--- config.mk ---
export PLATFORM = sky130hd
export DESIGN_NAME = pwm_duty_meter
export DESIGN_NICKNAME = d
export VERILOG_FILES = /design/src/rtl/pwm_duty_meter.sv
export SDC_FILE = /design/constraint.sdc
export NUM_CORES = 1
export LEC_CHECK = 0
export BUFFER_PORTS_ARGS = -buffer_cell sky130_fd_sc_hd__buf_2
export CORE_MARGIN = 2
export CORE_UTILIZATION = 55
export CTS_BUF_LIST = sky130_fd_sc_hd__clkbuf_16
export CTS_CLUSTER_DIAMETER = 80
export DETAILED_ROUTE_END_ITERATION = 10
export PLACE_DENSITY = 0.82
export SKIP_LAST_GASP = 1
export SLEW_MARGIN = 10
export SYNTH_ARGS = -nofsm -noshare
export SYNTH_HDL_FRONTEND = slang
export SYNTH_SLANG_ARGS = --single-unit
export TNS_END_PERCENT = 100
--- constraint.sdc ---
create_clock -name clk -period 10.65 [get_ports clk]
set_clock_uncertainty 0.1 [all_clocks]
set_input_delay 1.5975 -clock clk [delete_from_list [all_inputs] [get_ports clk]]
set_output_delay 1.5975 -clock clk [all_outputs]
set_load 0.02 [all_outputs]
--- src/rtl/pwm_duty_meter.sv ---
// pwm_duty_meter: measures a PWM line's period/high time and reports duty in percent (PWM_DUTY_AVG_EN: 4-result average).
// duty_valid lands CNT_W+8 clks after the period-ending edge; no backpressure, periods ending on a busy divider raise overrun.
module pwm_duty_meter #(
  parameter int CNT_W          = 24,
  parameter int TIMEOUT_CYCLES = 8000000,
  parameter int MIN_PERIOD     = 4,
  parameter int SYNC_STAGES    = 2
) (
  input  logic             clk,
  input  logic             rst_n,
  input  logic             pwm_in,
  input  logic             enable,
  output logic [6:0]       duty,
  output logic [CNT_W-1:0] period,
  output logic             duty_valid,
  output logic             stuck_high,
  output logic             stuck_low,
  output logic             overrun,
  output logic             glitch
);

  localparam int NW = CNT_W + 7;
  localparam int IW = $clog2(NW + 1);
  localparam logic [CNT_W-1:0] TO_LIM   = CNT_W'(TIMEOUT_CYCLES);
  localparam logic [CNT_W-1:0] MIN_P    = CNT_W'(MIN_PERIOD);
  localparam logic [CNT_W-1:0] CNT_ONE  = CNT_W'(1);
  localparam logic [NW-1:0]    PCT      = NW'(100);
  localparam logic [IW-1:0]    ITER_END = IW'(NW);
  localparam logic [IW-1:0]    ITER_ONE = IW'(1);

  typedef enum logic [1:0] {S_IDLE, S_HIGH, S_LOW} state_t;

  state_t                 state, state_n;
  logic [SYNC_STAGES-1:0] sync_q;
  logic                   s, s_d, r, f;
  logic [CNT_W-1:0]       cnt, cnt_n, hcnt, hcnt_n;
  logic                   period_end, to_high, to_low;

  logic                   div_busy, div_done, div_ge;
  logic [IW-1:0]          div_iter;
  logic [CNT_W-1:0]       div_rem, div_rem_n, div_dvsr;
  logic [NW-1:0]          div_quo;
  logic [CNT_W:0]         div_trial;
  logic [6:0]             duty_res;

  always_ff @(posedge clk) begin
    if (!rst_n) begin
      sync_q <= '0;
      s_d    <= 1'b0;
    end else begin
      sync_q <= {sync_q[SYNC_STAGES-2:0], pwm_in};
      s_d    <= s;
    end
  end

  assign s = sync_q[SYNC_STAGES-1];
  assign r = s & ~s_d;
  assign f = ~s & s_d;

  // Edges take priority over the timeout; enable=0 overrides everything.
  always_comb begin
    state_n    = state;
    cnt_n      = cnt;
    hcnt_n     = hcnt;
    period_end = 1'b0;
    to_high    = 1'b0;
    to_low     = 1'b0;
    case (state)
      S_IDLE: begin
        if (enable && r) begin
          state_n = S_HIGH;
          cnt_n   = CNT_ONE;
          hcnt_n  = '0;
        end
      end
      S_HIGH: begin
        if (!enable) begin
          state_n = S_IDLE;
          cnt_n   = '0;
          hcnt_n  = '0;
        end else if (f) begin
          state_n = S_LOW;
          hcnt_n  = cnt;
          cnt_n   = cnt + CNT_ONE;
        end else if (cnt >= TO_LIM) begin
          to_high = 1'b1;
          state_n = S_IDLE;
          cnt_n   = '0;
          hcnt_n  = '0;
        end else begin
          cnt_n = cnt + CNT_ONE;
        end
      end
      S_LOW: begin
        if (!enable) begin
          state_n = S_IDLE;
          cnt_n   = '0;
          hcnt_n  = '0;
        end else if (r) begin
          period_end = 1'b1;
          state_n    = S_HIGH;
          cnt_n      = CNT_ONE;
          hcnt_n     = '0;
        end else if (cnt >= TO_LIM) begin
          to_low  = 1'b1;
          state_n = S_IDLE;
          cnt_n   = '0;
          hcnt_n  = '0;
        end else begin
          cnt_n = cnt + CNT_ONE;
        end
      end
      default: begin
        state_n = S_IDLE;
        cnt_n   = '0;
        hcnt_n  = '0;
      end
    endcase
  end

  // Restoring divide step: remainder stays below the divisor, so CNT_W bits hold it.
  always_comb begin
    div_trial = {div_rem, div_quo[NW-1]};
    div_ge    = div_trial >= {1'b0, div_dvsr};
    div_rem_n = div_ge ? CNT_W'(div_trial - {1'b0, div_dvsr}) : div_trial[CNT_W-1:0];
  end

  assign div_done = div_busy && (div_iter == ITER_END);

`ifdef PWM_DUTY_AVG_EN
  logic [6:0] hist0, hist1, hist2;
  logic [1:0] hist_cnt;
  logic [8:0] avg_sum;

  // hist_cnt counts earlier results; three of them means a full window of four.
  always_comb begin
    avg_sum  = {2'b00, div_quo[6:0]};
    duty_res = div_quo[6:0];
    case (hist_cnt)
      2'd0: duty_res = div_quo[6:0];
      2'd1, 2'd2: begin
        avg_sum  = {2'b00, div_quo[6:0]} + {2'b00, hist0};
        duty_res = 7'(avg_sum >> 1);
      end
      default: begin
        avg_sum  = {2'b00, div_quo[6:0]} + {2'b00, hist0} + {2'b00, hist1} + {2'b00, hist2};
        duty_res = 7'(avg_sum >> 2);
      end
    endcase
  end

  always_ff @(posedge clk) begin
    if (!rst_n) begin
      hist0    <= '0;
      hist1    <= '0;
      hist2    <= '0;
      hist_cnt <= '0;
    end else if (to_high || to_low) begin
      hist_cnt <= '0;
    end else if (div_done) begin
      hist0 <= div_quo[6:0];
      hist1 <= hist0;
      hist2 <= hist1;
      if (hist_cnt != 2'd3) hist_cnt <= hist_cnt + 2'd1;
    end
  end
`else
  assign duty_res = div_quo[6:0];
`endif

  always_ff @(posedge clk) begin
    if (!rst_n) begin
      state      <= S_IDLE;
      cnt        <= '0;
      hcnt       <= '0;
      duty       <= '0;
      period     <= '0;
      duty_valid <= 1'b0;
      stuck_high <= 1'b0;
      stuck_low  <= 1'b0;
      overrun    <= 1'b0;
      glitch     <= 1'b0;
      div_busy   <= 1'b0;
      div_iter   <= '0;
      div_rem    <= '0;
      div_quo    <= '0;
      div_dvsr   <= '0;
    end else begin
      state      <= state_n;
      cnt        <= cnt_n;
      hcnt       <= hcnt_n;
      duty_valid <= 1'b0;
      glitch     <= 1'b0;

      if (div_busy) begin
        if (div_done) begin
          div_busy   <= 1'b0;
          duty       <= duty_res;
          duty_valid <= 1'b1;
          stuck_high <= 1'b0;
          stuck_low  <= 1'b0;
        end else begin
          div_rem  <= div_rem_n;
          div_quo  <= {div_quo[NW-2:0], div_ge};
          div_iter <= div_iter + ITER_ONE;
        end
      end

      if (period_end) begin
        if (cnt < MIN_P) begin
          glitch <= 1'b1;
        end else if (!div_busy) begin
          div_busy <= 1'b1;
          div_iter <= '0;
          div_rem  <= '0;
          div_quo  <= NW'(hcnt) * PCT;
          div_dvsr <= cnt;
          period   <= cnt;
        end else begin
          overrun <= 1'b1;
        end
      end

      // A timeout lands after any divider write in the same cycle, so its value wins.
      if (to_high) begin
        duty       <= 7'd100;
        stuck_high <= 1'b1;
        duty_valid <= 1'b1;
      end
      if (to_low) begin
        duty       <= 7'd0;
        stuck_low  <= 1'b1;
        duty_valid <= 1'b1;
      end
    end
  end

endmodule

== Word-level counts from Yosys, hierarchy flattened ==
Cells that the tools add are included.
Word-level totals
  register bits: 150
  bits of input ports: 4
  output and inout port bits: 36
  word-level logic and storage cells: 114
Operators by class
  add/sub/neg operators: 3
  $mul: 1
  magnitude comparators: 3
  equality and inequality tests: 4
  muxes and demuxes: 64
  bitwise operators: 7
  reductions and logical operators: 15
Operators by type and width (number)
  24-bit 2-to-1 mux: 18
  31-bit 2-to-1 mux: 5
  24-bit case mux with 3 select lines: 2
  24-bit by 5-bit multiplier with 29-bit output, second input constant: 1
  25-bit by 24-bit >= comparator with 1-bit output: 1
  5-bit 2-to-1 mux: 5
  24-bit by 1-bit adder with 24-bit output, second input constant: 1
  24-bit by 23-bit >= comparator with 1-bit output, second input constant: 1
  24-bit by 3-bit less-than comparator with 1-bit output, second input constant: 1
  1-bit 2-to-1 mux: 24
  24-bit subtractor: 1
  7-bit 2-to-1 mux: 3
  2-bit 2-to-1 mux: 6
  2-bit AND reduction: 4
  2-bit nonzero test: 4
  2-bit case mux with 3 select lines: 1
  3-bit AND reduction: 2
  5-bit by 1-bit adder with 5-bit output, second input constant: 1
  5-bit equality test, second input constant: 1
  1-bit inverter: 5
  3-bit OR reduction: 1
  1-bit bitwise AND: 2
  2-bit by 1-bit equality test with 1-bit output, second input constant: 1
  2-bit equality test, second input constant: 1
  4 further kinds: 5

== Depth between registers and ports, before layout ==
Gate-level depths: netlist of run 1.
  depth after elaboration: 7
  gate-level depth with buffers: 15
  depth with buffers taken out: 14

== Worst setup path after synthesis of run 1 ==
Ideal clock, no wire load.
  path kind: register -> register
  start point: register hcnt[8]
  end point: register div_quo[29]
  library setup time: 0.133 ns
  arrival: 3.227 ns
  required time: 10.417 ns
  slack: 7.190 ns
  stages on the path, launching flop included: 15
  buffers on the path: 0
  clock period less this slack: 3.460 ns
  path through: dfxtp_1 ha_1 ha_1 inv_1 fa_1 inv_1 ha_1 a2111oi_0 o21a_1 o31ai_1 a21oi_1 o2111ai_1 o31ai_1 xor2_1 a21oi_1
Between the ends
  word-level cells in the longest chain between the ends: 4
Ends and longest elaborated chain
  from (decl): RTL line 36  | logic [CNT_W-1:0] cnt, cnt_n, hcnt, hcnt_n;
  from (signal assigned): RTL line 191  | hcnt <= hcnt_n;
  24-bit by 5-bit multiplier with 29-bit output: RTL line 216  | div_quo <= NW'(hcnt) * PCT;
  31-bit 2-to-1 mux: RTL line 212  | end else if (!div_busy) begin
  31-bit 2-to-1 mux: RTL line 210  | if (cnt < MIN_P) begin
  31-bit 2-to-1 mux: RTL line 209  | if (period_end) begin
  to (signal assigned): RTL line 204  | div_quo <= {div_quo[NW-2:0], div_ge};
  to (signal assigned): RTL line 216
  to (decl): RTL line 42  | logic [NW-1:0] div_quo;
Every way passes these cells.
A chain may end at the register's enable or synchronous reset.

== Final worst setup path of run 1 ==
  start point: register hcnt[16]
  end point: register div_quo[30]
The elaborated chain is that of the path after synthesis.

==> flow_summary_export.csv, run 1 <==
group,metric,value,unit
setup_path,cp-start-kind,"register",
final_layout,nets,1402,
setup_path,cp_top_family,"compound AO/OA/AOI/OAI gates",
clock_network,cts_tree,"done",
global_routing,grt_pass1_vias,8620,
global_routing,use_met2,43.8,%
setup_path,ff2ff_path_depth,14,
final_layout,layout_commonest_cell,"nand2_1",
synthesis,netlist_area,10100,µm²
global_routing,overflow,0,
drt,vias_per_cell,5.83,
setup_path,worstPathCellList,"ha_1 > ha_1 > inv_1 > fa_1 > inv_1 > ha_1 > a21o_1 > a21o_1 > a21oi_1 > o221ai_1 > o31ai_1 > o21ai_0 > mux2i_1 > nor3_1",
final_layout,drive_above_1_share,8.18,%
floorplanning,die_area,19400,µm²
synthesis,yosysWarnings,0,
floorplanning,dieWidth,139,µm
final_layout,final_cell_mix,"nand2_1, dfxtp_1, inv_1, nor2_1, ha_1",
power,vdd.ir_drop.worst,0.0000809,V
setup_path,crit_cells,14,
sta,finalCritPeriodShare,37.1,%
drt,drt-initial-drc-count,783,
sta,final_max_slew_viol_count,0,
setup_path,crit_path_top_delay_cell,"fa_1",
placed_design,place.port_buffers,39,
synthesis,synth_cell_types,66,
setup_path,crit_top_cell,"ha_1",
synthesis,synth_area_leader_cell,"dfxtp_1",
global_routing,use_met1,32.9,%
drt,drtAntennaViolNets,0,
final_layout,area_growth,7.98,%
power,power_density,109,nW/µm²
synthesis,yosysSeqAreaShare,29.8,%
synthesis,syn-num-nets,1401,
global_routing,antenna_found_initial,0,
drt,first_pass_iters,5,
clock_network,root_buffer,"clkbuf_16",
floorplanning,start_util,56.2,%
global_routing,grt_max_degree,78,
sta,slew_headroom,31.9,%
drt,vias,8810,
placed_design,dp_worst_setup_slack,6.58,ns
power,power,1.18,mW
drt,wl,24.8,mm
synthesis,synth_flop_cell,"dfxtp_1",
floorplanning,core-area,18000,µm²
placed_design,hpwl,17.6,mm
placed_design,post_dp_cell_area,10300,µm²
clock_network,clock_sinks,150,
synthesis,async_flop_share,0,%
clock_network,clk_latency,0.43,ns
setup_path,critPathKind,"register to register",
floorplanning,row_count,49,
global_routing,grt_use_met3,4.82,%
setup_path,worstPathRequired,10.91,ns
outcome,status,"completed",
clock_network,path_clk_slew,0.07,ns
final_layout,num_antenna_cells,0,
sta,setup_viol,0,
sta,max_freq,0.253,GHz
clock_network,htreeDepth,4,
sta,rsz0062_at_grt,"false",
setup_path,arrival,4.20,ns
setup_path,crit_path_end_kind,"register",
synthesis,synth_edf_count,0,
drt,wl_per_cell,16.4,µm
final_layout,final_area,10900,µm²
clock_network,max-clock-path-buffers,2,
min_path,hold_path_depth,1,
sta,hold_violations,0,
power,leakage,4.93,nW
sta,finalSetupTns,0,ns
floorplanning,pin_count,40,
global_routing,track_usage,26.2,%
synthesis,synth_top_cells_by_area,"dfxtp_1, ha_1, nand2_1, a21oi_1, inv_1",
sta,fin_crit,3.95,ns
clock_network,cts_buffers,17,
synthesis,synth.top_cell.area_share,29.8,%
min_path,hold_class,"register to register",
global_routing,grt_pass1_wl,41.8,mm
drt,drc,0,
flow_run,cap_violations,0,
clock_network,cts_resized,0,
sta,tightest_slew,1.02,ns
placed_design,gp_congestion,0.927,
setup_path,critPathBufInv,2,
clock_network,post_cts_buffers,0,
global_routing,busiest_layer,"met2",
sta,worst_slack,6.70,ns
clock_network,hold_buffers,0,
setup_path,critPathMaxStageDelay,0.51,ns
synthesis,synthCells,1269,
synthesis,synth_seq_cells,150,
synthesis,syn_area_per_cell,7.95,µm²
floorplanning,die_y,139,µm
setup_path,critPathMaxFanout,5,
-- layout make-up --
class	instances	area [µm²]
Timing Repair Buffer	46	248
Fill cell	1561	7070
Multi-Input combinational cell	928	6320
Clock buffer	17	425
Clock inverter	15	130
Tap cell	229	287
Inverter	127	477
Sequential cell	150	3000
-- power by group --
group | total (mW) | leakage, nW | internal, mW | switching [mW]
Combinational | 0.0424 | 3.46 | 0.00977 | 0.0326
Sequential | 0.565 | 1.21 | 0.563 | 0.00234
Clock | 0.575 | 0.271 | 0.322 | 0.253
Total | 1.18 | 4.93 | 0.894 | 0.288
-- state kept, by name (all words and copies together) (netlist names) --
| register | cells |
|---|---|
| state | 2 |
| sync_q | 2 |
| stuck_high | 1 |
| hcnt | 24 |
| div_quo | 31 |
| cnt | 24 |
| div_dvsr | 24 |
| glitch | 1 |
| overrun | 1 |
| div_rem | 24 |
| div_iter | 5 |
| div_busy | 1 |
| duty | 7 |
| stuck_low | 1 |
| duty_valid | 1 |
| s_d | 1 |
-- through the flow --
stage | utilization, % | std cells | hold slack [ns]
3_3_place_gp | 57.5 | 1480 | 0.314
2_1_floorplan | - | 1269 | 0.312
6_report | 60.6 | 1512 | 0.333
3_5_place_dp | 57.5 | 1480 | 0.322
5_1_grt | 60.6 | 1512 | 0.365
4_1_cts | 60.6 | 1512 | 0.340
-- cells in the mapped netlist (all sizes together), types with 11 or more instances --
| cell type | n |
|---|---|
| ha | 108 |
| a22oi | 26 |
| nand4 | 13 |
| nand2 | 172 |
| buf | 21 |
| nor2 | 117 |
| and3 | 14 |
| clkbuf | 43 |
| xor2 | 28 |
| a21o | 21 |
| xnor2 | 31 |
| fa | 20 |
| o21a | 12 |
| a211oi | 11 |
| o21ai | 47 |
| a21oi | 108 |
| nand3 | 46 |
| nor3 | 17 |
| nor2b | 11 |
| mux2i | 16 |
| a311oi | 16 |
| inv | 126 |
| dfxtp | 150 |
-- path summary, 6_finish.rpt --
check / endpoint / start / slack, ns
worst max-delay path: div_quo[30] / hcnt[16] / 6.70
worst min-delay path: sync_q[1] / sync_q[0] / 0.33
worst max register to register: div_quo[30] / hcnt[16] / 6.70
worst min register to register: sync_q[1] / sync_q[0] / 0.33
-- routing by layer --
layer | share of wire, % | wire [µm]
met5 | 0 | 0
met3 | 5.5 | 1370
met2 | 47 | 11700
met4 | 4.3 | 1060
met1 | 43 | 10700
-- cells by family (layout without fill, tap and decap cells) --
logic type | count (synthesis) | count (layout) | synth area share, %
AO/OA/AOI/OAI | 294 | 294 | 19.3
XOR/XNOR | 59 | 59 | 5.12
adder cells (fa/ha/maj) | 128 | 128 | 17.4
buffers and inverters | 191 | 205 | 7.70
flip-flops | 150 | 150 | 29.8
multiplexers | 16 | 16 | 1.59
AND/OR/NAND/NOR | 431 | 431 | 19.2
Power figures use the tool's default switching activity.
==> run 2: changes to the inputs <==
- ABC_AREA: not set -> 1
- clock period: 10.65 -> 3.9 ns (I/O delays scaled with it)
==> run 2 against run 1 <==
Compared with the run above: fmax grew 16%; synthesized cell count is 44% higher; final area is 16% higher; largest cell class unchanged.
==> flow_summary_export.csv, run 2 <==
group,metric,value,unit
setup_path,critPathMaxFanout,5,
placed_design,dp_worst_setup_slack,0.516,ns
clock_network,max-clock-path-buffers,2,
clock_network,root_buffer,"clkbuf_16",
sta,finalSetupTns,0,ns
synthesis,syn_area_per_cell,6.39,µm²
sta,setup_viol,0,
min_path,hp-start,"pwm_in",
setup_path,cp-start-kind,"register",
drt,vias,11584,
power,power_density,269,nW/µm²
drt,drtAntennaViolNets,0,
clock_network,clock_sinks,150,
synthesis,synth_flop_cell,"dfxtp_1",
drt,drc,0,
drt,vias_per_cell,5.43,
global_routing,grt_pass1_wl,52.9,mm
setup_path,crit_cells,17,
setup_path,regToRegEndpoint,"div_quo[15]",
outcome,status,"completed",
floorplanning,start_util,55.8,%
final_layout,final_cell_mix,"nand2_1, inv_1, dfxtp_1, a21oi_1, nor2_1",
setup_path,crit_top_cell,"inv_1",
clock_network,cts_resized,0,
synthesis,synth_area_leader_cell,"dfxtp_1",
floorplanning,pin_count,40,
clock_network,path_clk_slew,0.07,ns
synthesis,synth_top_cells_by_area,"dfxtp_1, nand2_1, ha_1, inv_1, a21oi_1",
global_routing,grt_pass1_vias,11166,
setup_path,ff2ff_path_depth,17,
drt,drt-initial-drc-count,887,
final_layout,top_register,"div_quo",
sta,hold_violations,0,
final_layout,num_antenna_cells,0,
final_layout,layout_commonest_cell,"nand2_1",
clock_network,cts_buffers,17,
floorplanning,dieWidth,150,µm
synthesis,post-synth-top-count-cell,"nand2_1",
clock_network,hold_buffers,0,
setup_path,critPathKind,"register to register",
synthesis,synthCells,1830,
drt,wl_per_cell,15.0,µm
placed_design,hpwl,24.7,mm
flow_run,cap_violations,0,
synthesis,synth_edf_count,0,
power,vdd.ir_drop.worst,0.000305,V
synthesis,yosysWarnings,0,
floorplanning,row_count,53,
placed_design,gp_congestion,0.922,
sta,slew_headroom,27.1,%
global_routing,grt_max_degree,63,
setup_path,worstPathCellList,"ha_1 > ha_1 > inv_1 > fa_1 > inv_1 > ha_1 > inv_1 > o21ai_0 > a21oi_1 > nand2_1 > nand2_1 > nand2_1 > inv_1 > or2_2 > nand3_1 > nand2_1 > inv_1",
clock_network,post_cts_buffers,0,
sta,tightest_slew,1.09,ns
setup_path,cp_top_family,"adder cells",
setup_path,critPathMaxStageDelay,0.50,ns
floorplanning,die_y,150,µm
synthesis,yosysSeqAreaShare,25.7,%
synthesis,yosys-top-cells-count,"nand2_1, inv_1, dfxtp_1",
sta,max_freq,0.294,GHz
setup_path,crit_path_top_delay_cell,"fa_1",
global_routing,antenna_found_initial,0,
global_routing,track_usage,29.3,%
sta,fin_crit,3.40,ns
setup_path,worstPathRequired,4.19,ns
sta,final_max_slew_viol_count,0,
sta,finalCritPeriodShare,87.1,%
final_layout,drive_above_1_share,6.40,%
floorplanning,core-area,21000,µm²
synthesis,netlist_area,11700,µm²
final_layout,nets,1977,
min_path,whs_endpoint,"sync_q[0]",
drt,wl,31.9,mm
clock_network,cts_tree,"done",
final_layout,largest_reg_flops,31,
global_routing,overflow,0,
power,power,3.40,mW
synthesis,synth_cell_types,46,
synthesis,syn-num-nets,1962,
synthesis,synth_seq_cells,150,
min_path,hold_path_depth,3,
setup_path,r2r_slack,0.50,ns
placed_design,place.port_buffers,39,
clock_network,clk_latency,0.44,ns
setup_path,critPathBufInv,5,
setup_path,crit_path_end_kind,"register",
sta,rsz0062_at_grt,"false",
setup_path,reg2reg_from,"hcnt[6]",
final_layout,area_growth,8.26,%
min_path,hold_class,"input pin to register",
sta,worst_slack,0.504,ns
drt,first_pass_iters,6,
floorplanning,die_area,22400,µm²
synthesis,synth.top_cell.area_share,25.7,%
synthesis,async_flop_share,0,%
clock_network,htreeDepth,4,
power,leakage,6.39,nW
setup_path,arrival,3.69,ns
[run 2: cell types whose count changed in the layout (fill, tap and decap cells not counted), moves of 12 or more]
cell and delta:
a311oi_1 -16, inv_1 +211, nand4_1 +17, a21o_1 -18, nand3_1 +73, a21oi_1 +42
nor2_1 +22, and3_1 -12, o22ai_1 +24, a22oi_1 -16, xnor2_1 -26, nand2_1 +320
o21ai_0 +35
[run 2: layout make-up]
type	count	area (µm²)
fill	2008	8310
tap	275	344
clock inverter	15	194
clock buffer	17	425
inverter	349	1310
multi-input combinational	1275	7070
timing repair buffer	52	305
sequential	150	3000
[run 2: worst register-to-register path, delay by kind of cell (launching register included)]
family / cells / cell delay [ns]
AND/OR/NAND/NOR: 6 / 0.78
buffers and inverters: 5 / 0.26
adder cells (fa/ha/maj): 4 / 1.40
flip-flops: 1 / 0.44
AO/OA/AOI/OAI: 2 / 0.37
[run 2: cell families after synthesis]
logic type               synth area share [%]
flip-flops                               25.7
AND/OR/NAND/NOR                          30.6
adder cells (fa/ha/maj)                  15.0
buffers and inverters                    13.8
multiplexers                            0.514
XOR/XNOR                                 1.65
AO/OA/AOI/OAI                            12.7
[run 2: worst max path at each step]
| stage | from | to |
|---|---|---|
| after global routing | hcnt[6] | div_quo[29] |
| after CTS | hcnt[6] | div_quo[15] |
| after global placement | hcnt[6] | div_quo[15] |
| after floorplan | hcnt[3] | div_quo[20] |
| after detailed placement | hcnt[6] | div_quo[15] |
| final | hcnt[6] | div_quo[15] |
[run 2: where the power goes]
group / leakage [nW] / switching [mW] / total [mW] / internal (mW)
combinational: 4.89 / 0.104 / 0.133 / 0.0289
clock: 0.300 / 0.846 / 1.73 / 0.880
sequential: 1.21 / 0.00509 / 1.54 / 1.53
total: 6.39 / 0.955 / 3.40 / 2.44
[run 2: through the flow]
stage          std cells  utilization, %  instance area (µm²)  hold WS [ns]
2_1_floorplan       1830               -                11700         0.290
3_3_place_gp        2101            57.4                12000         0.314
3_5_place_dp        2101            57.4                12000         0.312
4_1_cts             2133            60.4                12600         0.219
5_1_grt             2133            60.4                12600         0.241
6_report            2133            60.4                12600         0.223
[run 2: per-layer routing]
| metal | global-route usage [%] | up-vias | part of all wire [%] |
|---|---|---|---|
| li1 | - | 5853 | - |
| met1 | 34.5 | 5280 | 42 |
| met2 | 51.9 | 351 | 48 |
| met3 | 4.33 | 100 | 4.9 |
| met4 | 14.2 | 0 | 4.6 |
| met5 | 0 | - | 0 |
